$ cat src/rtl/dual_rr_arbiter.sv
// dual_rr_arbiter
// Shares two identical resource channels (ch0, ch1) among REQ_WIDTH
// level-sensitive requesters using round-robin dual-priority selection.
// Each grant is held until the channel reports done, the requester drops
// its request, or the hold timeout (MAX_HOLD busy cycles) expires.
//
// Ports:
//   clk        - system clock, rising edge
//   reset_n    - synchronous active-low reset
//   req        - level request per requester
//   ch0_done   - ch0 finished its current job (ignored while idle)
//   ch1_done   - ch1 finished its current job (ignored while idle)
//   gnt0_valid - ch0 is owned
//   gnt0_idx   - ch0 owner index (holds last value while not valid)
//   gnt1_valid - ch1 is owned
//   gnt1_idx   - ch1 owner index (holds last value while not valid)
//   gnt_vec    - one-hot-per-owner view of both grants
//   timeout    - one-cycle pulse after a forced release on either channel
module dual_rr_arbiter #(
    parameter int REQ_WIDTH = 12,
    parameter int MAX_HOLD  = 1024,
    localparam int IW       = $clog2(REQ_WIDTH)
) (
    input  logic                 clk,
    input  logic                 reset_n,
    input  logic [REQ_WIDTH-1:0] req,
    input  logic                 ch0_done,
    input  logic                 ch1_done,
    output logic                 gnt0_valid,
    output logic [IW-1:0]        gnt0_idx,
    output logic                 gnt1_valid,
    output logic [IW-1:0]        gnt1_idx,
    output logic [REQ_WIDTH-1:0] gnt_vec,
    output logic                 timeout
);

    localparam int CW = $clog2(MAX_HOLD);

    typedef enum logic {
        IDLE = 1'b0,
        BUSY = 1'b1
    } ch_state_t;

    ch_state_t      state      [2];
    ch_state_t      state_next [2];
    logic [IW-1:0]  owner      [2];
    logic [IW-1:0]  owner_next [2];
    logic [CW-1:0]  cnt        [2];
    logic [CW-1:0]  cnt_next   [2];
    logic [IW-1:0]  ptr;
    logic [IW-1:0]  ptr_next;
    logic           timeout_next;

    logic                 done      [2];
    logic                 release_c [2];
    logic                 forced    [2];
    logic                 grant     [2];
    logic [IW-1:0]        grant_idx [2];
    logic [REQ_WIDTH-1:0] own_mask;
    logic [REQ_WIDTH-1:0] cand;
    logic                 first_found;
    logic [IW-1:0]        first_idx;
    logic                 second_found;
    logic [IW-1:0]        second_idx;
    logic [IW-1:0]        pos;
    logic [IW-1:0]        last_idx;

    assign done[0] = ch0_done;
    assign done[1] = ch1_done;

    // Release detection and the ownership mask both use pre-edge state, so
    // a releasing owner is still masked and cannot hop to the other channel.
    always_comb begin
        own_mask = '0;
        for (int c = 0; c < 2; c++) begin
            forced[c]    = (state[c] == BUSY) && (cnt[c] == CW'(MAX_HOLD - 1));
            release_c[c] = (state[c] == BUSY) &&
                           (done[c] || !req[owner[c]] || forced[c]);
            if (state[c] == BUSY) begin
                own_mask[owner[c]] = 1'b1;
            end
        end
        cand = req & ~own_mask;
    end

    // Circular search starting at ptr for the first two candidates.
    always_comb begin
        first_found  = 1'b0;
        first_idx    = '0;
        second_found = 1'b0;
        second_idx   = '0;
        pos          = ptr;
        for (int k = 0; k < REQ_WIDTH; k++) begin
            if (cand[pos]) begin
                if (!first_found) begin
                    first_found = 1'b1;
                    first_idx   = pos;
                end else if (!second_found) begin
                    second_found = 1'b1;
                    second_idx   = pos;
                end
            end
            pos = (pos == IW'(REQ_WIDTH - 1)) ? '0 : pos + IW'(1);
        end
    end

    // Only channels idle before the edge may be granted; a channel releasing
    // this cycle becomes idle at the edge and can be re-granted one cycle later.
    always_comb begin
        grant[0]     = 1'b0;
        grant[1]     = 1'b0;
        grant_idx[0] = first_idx;
        grant_idx[1] = first_idx;
        last_idx     = first_idx;
        if (state[0] == IDLE && state[1] == IDLE) begin
            grant[0]     = first_found;
            grant[1]     = second_found;
            grant_idx[1] = second_idx;
            if (second_found) begin
                last_idx = second_idx;
            end
        end else if (state[0] == IDLE) begin
            grant[0] = first_found;
        end else if (state[1] == IDLE) begin
            grant[1] = first_found;
        end
        ptr_next = ptr;
        if (grant[0] || grant[1]) begin
            ptr_next = (last_idx == IW'(REQ_WIDTH - 1)) ? '0 : last_idx + IW'(1);
        end
    end

    // Per-channel next state: busy channels count and release, idle channels
    // accept a grant and restart their hold counter.
    always_comb begin
        for (int c = 0; c < 2; c++) begin
            state_next[c] = state[c];
            owner_next[c] = owner[c];
            cnt_next[c]   = cnt[c];
            if (state[c] == BUSY) begin
                if (release_c[c]) begin
                    state_next[c] = IDLE;
                end else begin
                    cnt_next[c] = cnt[c] + CW'(1);
                end
            end else if (grant[c]) begin
                state_next[c] = BUSY;
                owner_next[c] = grant_idx[c];
                cnt_next[c]   = '0;
            end
        end
        timeout_next = forced[0] || forced[1];
    end

    // State register; reset drops ownership immediately without waiting for done.
    always_ff @(posedge clk) begin
        if (!reset_n) begin
            for (int c = 0; c < 2; c++) begin
                state[c] <= IDLE;
                owner[c] <= '0;
                cnt[c]   <= '0;
            end
            ptr     <= '0;
            timeout <= 1'b0;
        end else begin
            for (int c = 0; c < 2; c++) begin
                state[c] <= state_next[c];
                owner[c] <= owner_next[c];
                cnt[c]   <= cnt_next[c];
            end
            ptr     <= ptr_next;
            timeout <= timeout_next;
        end
    end

    assign gnt0_valid = (state[0] == BUSY);
    assign gnt1_valid = (state[1] == BUSY);
    assign gnt0_idx   = owner[0];
    assign gnt1_idx   = owner[1];

    // Owner vector decoded from the registered grants.
    always_comb begin
        gnt_vec = '0;
        for (int c = 0; c < 2; c++) begin
            if (state[c] == BUSY) begin
                gnt_vec[owner[c]] = 1'b1;
            end
        end
    end

endmodule

$ cat config.mk
export PLATFORM = sky130hd
export DESIGN_NAME = dual_rr_arbiter
export DESIGN_NICKNAME = d
export VERILOG_FILES = /design/src/rtl/dual_rr_arbiter.sv
export SDC_FILE = /design/constraint.sdc
export NUM_CORES = 1
export LEC_CHECK = 0
export BUFFER_PORTS_ARGS = -buffer_cell sky130_fd_sc_hd__buf_2
export CORE_ASPECT_RATIO = 1.5
export CORE_MARGIN = 10
export CORE_UTILIZATION = 48
export CTS_CLUSTER_SIZE = 8
export DETAILED_ROUTE_END_ITERATION = 7
export GPL_TIMING_DRIVEN = 0
export HOLD_SLACK_MARGIN = 0.08
export PLACE_DENSITY = 0.66
export SLEW_MARGIN = 25
export SYNTH_ARGS = -nofsm -noshare
export SYNTH_HDL_FRONTEND = slang
export SYNTH_SLANG_ARGS = --single-unit
$ cat constraint.sdc
create_clock -name clk -period 11.6 [get_ports clk]
set_clock_uncertainty 0.1 [all_clocks]
set_input_delay 3.48 -clock clk [delete_from_list [all_inputs] [get_ports clk]]
set_output_delay 3.48 -clock clk [all_outputs]
set_load 0.01 [all_outputs]
* Word-level counts from Yosys, hierarchy flattened *
Memories as Yosys holds them, arrays and structs flattened.
Index checks and enable logic that the tools add are counted.

storage, ports and cells
  bits of input ports = 16
  RAM bits = 30
  word-level logic and storage cells = 241
  memory bits (read-only) = 0
  latch bits = 0
  output and inout bits = 23
  memories = 3
  register bits = 5

operators by class
  equal/unequal tests = 14
  div/mod/pow operators = 0
  reductions and logical operators = 15
  muxes and demuxes = 166
  magnitude comparators = 16
  add/subtract/negate cells = 14
  shift-type cells = 0
  bitwise logic cells = 11
  multipliers = 0

memory list
  memory  depth  bits a word  rd ports  clocked after memory_dff  write ports  RTL line  text
  cnt     2      10           2         0                         2            48        logic [CW-1:0] cnt [2];
  owner   2      4            2         0                         2            46        logic [IW-1:0] owner [2];
  state   2      1            2         0                         2            44        ch_state_t state [2];

operators by type and width
  kind                   count
  $mux 4                 76
  $mux 10                8
  $lt 4x5->1 const B     14
  $mux 1                 63
  $bmux 1 s4             14
  $add 4x1->4 const B    12
  $eq 4x4->1 const B     12
  $mux 12                2
  $add 10x1->10 const B  2
  $eq 10x10->1 const B   2
  $and 12x12->12         1
  $not 12->12            1
  $or 12x12->12          1
  $demux 1 s4            2
  $ge 4x1->1 const B     2
  $logic_and 1x1->1      7
  $logic_or 1x1->1       6
  $or 1x1->1             6
  $logic_not 1->1        2
  $mux 2                 1
  $not 1->1              2

* Longest topological paths before layout *
  depth in word-level cells = 48
  mapped depth = 29
  depth with buffers taken out = 25

* Worst setup path after synthesis *
No wires, ideal clock.

  path kind = input port to flip-flop
  start = input req[0]
  end = register ptr[0]
  stages = 21
  library setup time = 92 ps
  required time = 11408 ps
  slack = 3771 ps
  arrival time = 7636 ps
  path buffers = 0
  cell sequence = o221ai_1 mux4_2 mux2i_1 a21oi_1 nand2_1 nor2_1 nand2b_1 nor3_1 and2b_1 and3_1 o2111ai_1 o2111ai_1 o311ai_1 a21o_1 mux2i_1 a211oi_1 nor2_1 mux2_2 ha_1 nor2b_1 o32ai_1

between the ends
  longest elaborated chain between the ends = 40
  elaborated cells between the ends (all ways) = 124
  those cells by class = 1 x add/sub; 1 x eq/ne; 120 x mux; 1 x bitwise; 1 x reduce/logical

RTL lines
  item                                              RTL line  text
  start: declaration                                26        input logic [REQ_WIDTH-1:0] req,
  $and 12x12->12 (*)                                83        cand = req & ~own_mask;
  $bmux 1 s4                                        94        if (cand[pos]) begin
  $mux 1 (not written as such)                      94
  $mux 1                                            94
  $mux 4 / $mux 1 (equally long branches)           95        if (!first_found) begin
  $mux 4 / $mux 1 (equally long branches)           94
  $mux 4                                            98        end else if (!second_found) begin
  $mux 4                                            95
  (+24 left out)                                    n/a
  $mux 4                                            94
  $mux 4                                            98
  $mux 4                                            95
  $mux 4                                            94
  $mux 4                                            119       if (second_found) begin
  $mux 4                                            115       if (state[0] == IDLE && state[1] == IDLE) begin
  $add 4x1->4 / $eq 4x4->1 (equally long branches)  129       ptr_next = (last_idx == IW'(REQ_WIDTH - 1)) ? '0 : last_idx + IW'(1);
  $mux 4                                            129
  end signal: assignment                            171       ptr <= ptr_next;
  end: declaration                                  50        logic [IW-1:0] ptr;

Every way passes the cells marked *; elsewhere a longest branch is shown, timed or not. The select of a mux whose other input is x is not followed.
A chain may end at the register's enable or synchronous reset.

* Final worst setup path *
  start = input req[5]
  end = register ptr[0]

The elaborated chain is that of the path after synthesis.

==> reports/metrics.csv <==
stage,metric,value,unit
clock_tree,cts.clk_slew.worst_paths,0.06,ns
clock_tree,htreeDepth,2,
setup_path,critical_path_arrival,9.02,ns
hold_path,hold_class,reg -> reg,
setup_path,critPathBufInv,1,
grt,first_global_vias,6628,
layout,syn2layout_area_growth,9.527,%
synth,yosysSeqAreaShare,0.1199,
die,start_util,0.4889,
routing,routed_via_density,6.781,
synth,synth_ff_type,dfxtp_1,
routing,via_count,6774,
synth,synthAdderAreaFrac,0.01499,
clock_tree,clk_latency,0.29,ns
grt,grt_max_degree,13,
synth,synth_top_cell_by_area,dfxtp_1,
sta,period_minus_slack,8.964,ns
synth,muxShareOfSynthArea,0.1109,
die,coreArea,0.01196,mm2
sta,setup_viol,0,
synth,ys_seq_elements,35,
grt,gr-total-overflow,0,
sta,slew_headroom,0.2680,
synth,synth_top_family_by_area,compound AO/OA/AOI/OAI gates,
routing,wl_per_cell,21.86,um
setup_path,critical_path_class,in -> reg,
routing,drt_iter0_drc,514,
synth,synth_fp_nets,823,
grt,grt_first_pass_wirelength,34.71,mm
setup_path,cp_slowest_cell,mux2i_1,
layout,drive_above_1_share,0.1667,
synth,yosys-top-cells-count,"nor2_1, nand2_1, a21oi_1",
setup_path,crit_path_end_kind,flip-flop,
sta,tightestPinTransition,1.087,ns
clock_tree,postCtsSetupRepairBufs,0,
grt,track_usage,0.2504,
clock_tree,cts_resized,0,
clock_tree,cts_hold_buf,0,
die,rows,49,
die,die_h,155.1,um
sta,clock.fmax,0.1116,GHz
setup_path,crit_required,11.65,ns
layout,design_area,0.006401,mm2
sta,rsz0062_at_grt,false,
placed_design,dp_slack,2.498,ns
placed_design,gp_congestion,1.030,
setup_path,path_cells,"buf_2, o221ai_1, mux2i_1, mux2i_1, nor3_1, a21oi_1, nand2_1, nor2_1, nand2b_1, nor3_1, and2b_1, and3_1, o2111ai_1, o2111ai_1, o311ai_1, a21o_1, mux2i_1, a211oi_1, nor2_1, mux2_2, ha_1, nor2b_1, o32ai_1",
setup_path,critPathTopFamily,compound AO/OA/AOI/OAI gates,
setup_path,crit_fanout,10,
sta,final.setup.tns,0,ns
synth,syn_area,0.005844,mm2
routing,route.detailed.drc,0,
die,ioPinCount,39,
clock_tree,clock-root-buffer,clkbuf_16,
layout,antenna_cells,0,
status,status,"complete, no violations",
clock_tree,cts_sinks,35,
sta,fin_crit_sh,0.7727,
synth,ys_types,103,
synth,yosys.area.top_type_share,0.1199,
synth,synth_area_per_cell,7.305,um2
setup_path,cpMostUsedCell,mux2i_1,
synth,synth_area_leaders,"dfxtp_1, nor2_1, mux4_2, a21oi_1, nand2_1",
sta,setup_slack,2.636,ns
grt,grt_antenna_before_repair,0,
routing,detailedRoute.firstPassIterationCount,6,
clock_tree,clock_path_buffers,2,
synth,yosys.cell_count.top_type,nor2_1,
synth,ys_warn_count,0,
placed_design,place_area,0.006232,mm2
die,die_w,110.1,um
synth,synth_xor_area_frac,0.04175,
run,drv_cap,0,
setup_path,start_kind,input pin,
synth,async_flop_share,0,
routing,drt_wl_total,21.84,mm
setup_path,reg2reg_slack,3.88,ns
synth,yosys.area_share.simple,0.2766,
die,dieArea,0.01708,mm2
sta,final_hold_viol_count,0,
placed_design,port-buffer-count,38,
routing,postRouteAntennaNets,0,
clock_tree,cts_inserted_buffers,5,
synth,synthCells,800,
synth,synth-compound-area-share,0.3813,
clock_tree,cts_tree,yes,
synth,synth-edff-count,0,
layout,nets,868,
placed_design,dp_hpwl,17.45,mm
sta,slew_violations,0,
setup_path,max_stage_delay,0.50,ns
-- layer usage --
metal / vias up / global-route usage / wire length (um)
met1: 3164 / 0.2723 / 8233
li1: 3196 / - / -
met3: 93 / 0.02688 / 1170
met5: - / 0 / 0
met4: 0 / 0.1535 / 1304
met2: 321 / 0.4446 / 11130
-- final timing paths --
check	startpoint	to	depth (start not counted)
setup / recovery	req[5]	ptr[0]	23
hold / removal	cnt[0][11]	cnt[0][11]	2
setup reg to reg	ptr[0]	ptr[0]	27
hold reg to reg	cnt[0][11]	cnt[0][11]	2
-- placed cells by master (no fill, tap or decap), types with 15 or more instances in the layout --
cell type   n
dfxtp_1    35
o221ai_1   17
o21ai_0    36
inv_1      18
buf_2      50
nor3_1     22
nand3_1    34
clkbuf_1   26
mux2i_1    25
o22ai_1    19
and3_1     15
a21oi_1    55
xnor2_1    15
nand2_1    68
nor2_1     87
-- worst register-to-register path, cell delays in order (launching register included) --
cell and delay [ns]:
dfxtp_1 0.36, buf_2 0.22, inv_2 0.11, ha_1 0.34, or2b_1 0.37, o211ai_1 0.19, a211oi_2 0.13, o21ai_2 0.34
nand2_2 0.23, a31oi_1 0.31, nand3_1 0.26, buf_2 0.27, xnor2_1 0.15, o311ai_2 0.35, o31ai_4 0.17, o32ai_2 0.59
a21oi_1 0.22, a21o_1 0.24, o311a_4 0.40, xnor2_1 0.24, a211oi_2 0.15, o21bai_4 0.25, a221oi_1 0.38, o21ai_0 0.16
mux2_2 0.30, ha_1 0.23, nor2b_1 0.15, o32ai_1 0.35
-- cells by family (layout without fill, tap and decap cells) --
logic type / count (synthesis) / in the layout
compound gates: 293 / 293
xor+xnor: 27 / 27
fa+ha+maj: 7 / 7
buf+inv: 71 / 117
flops: 35 / 35
mux: 47 / 47
simple gates: 320 / 320
-- sequential cells by signal, indices dropped and copies added (netlist names) --
name / count
cnt: 20
owner: 8
ptr: 4
state: 2
timeout: 1
-- final cells by class --
class                      count  area, um2
multi-input combinational    694       4831
fill                        1206       5554
timing repair buffer          38      190.2
inverter                      21      78.83
clock inverter                 3      43.79
tap                          153      191.4
clock buffer                   5      125.1
buffer                        50      240.2
sequential                    35      700.7
-- stage by stage --
| stage | util | std cells | hold slack, ns |
|---|---|---|---|
| after floorplan | - | 800 | 0.3519 |
| final | 0.5354 | 999 | 0.3968 |
| after detailed placement | 0.5213 | 991 | 0.3933 |
| after global placement | 0.5208 | 991 | 0.3603 |
| after CTS | 0.5354 | 999 | 0.4033 |
| after global routing | 0.5354 | 999 | 0.4209 |
Power is left out: the tool's default activity adds up to more than one toggle a clock period on the data nets, which glitch-free logic cannot reach.
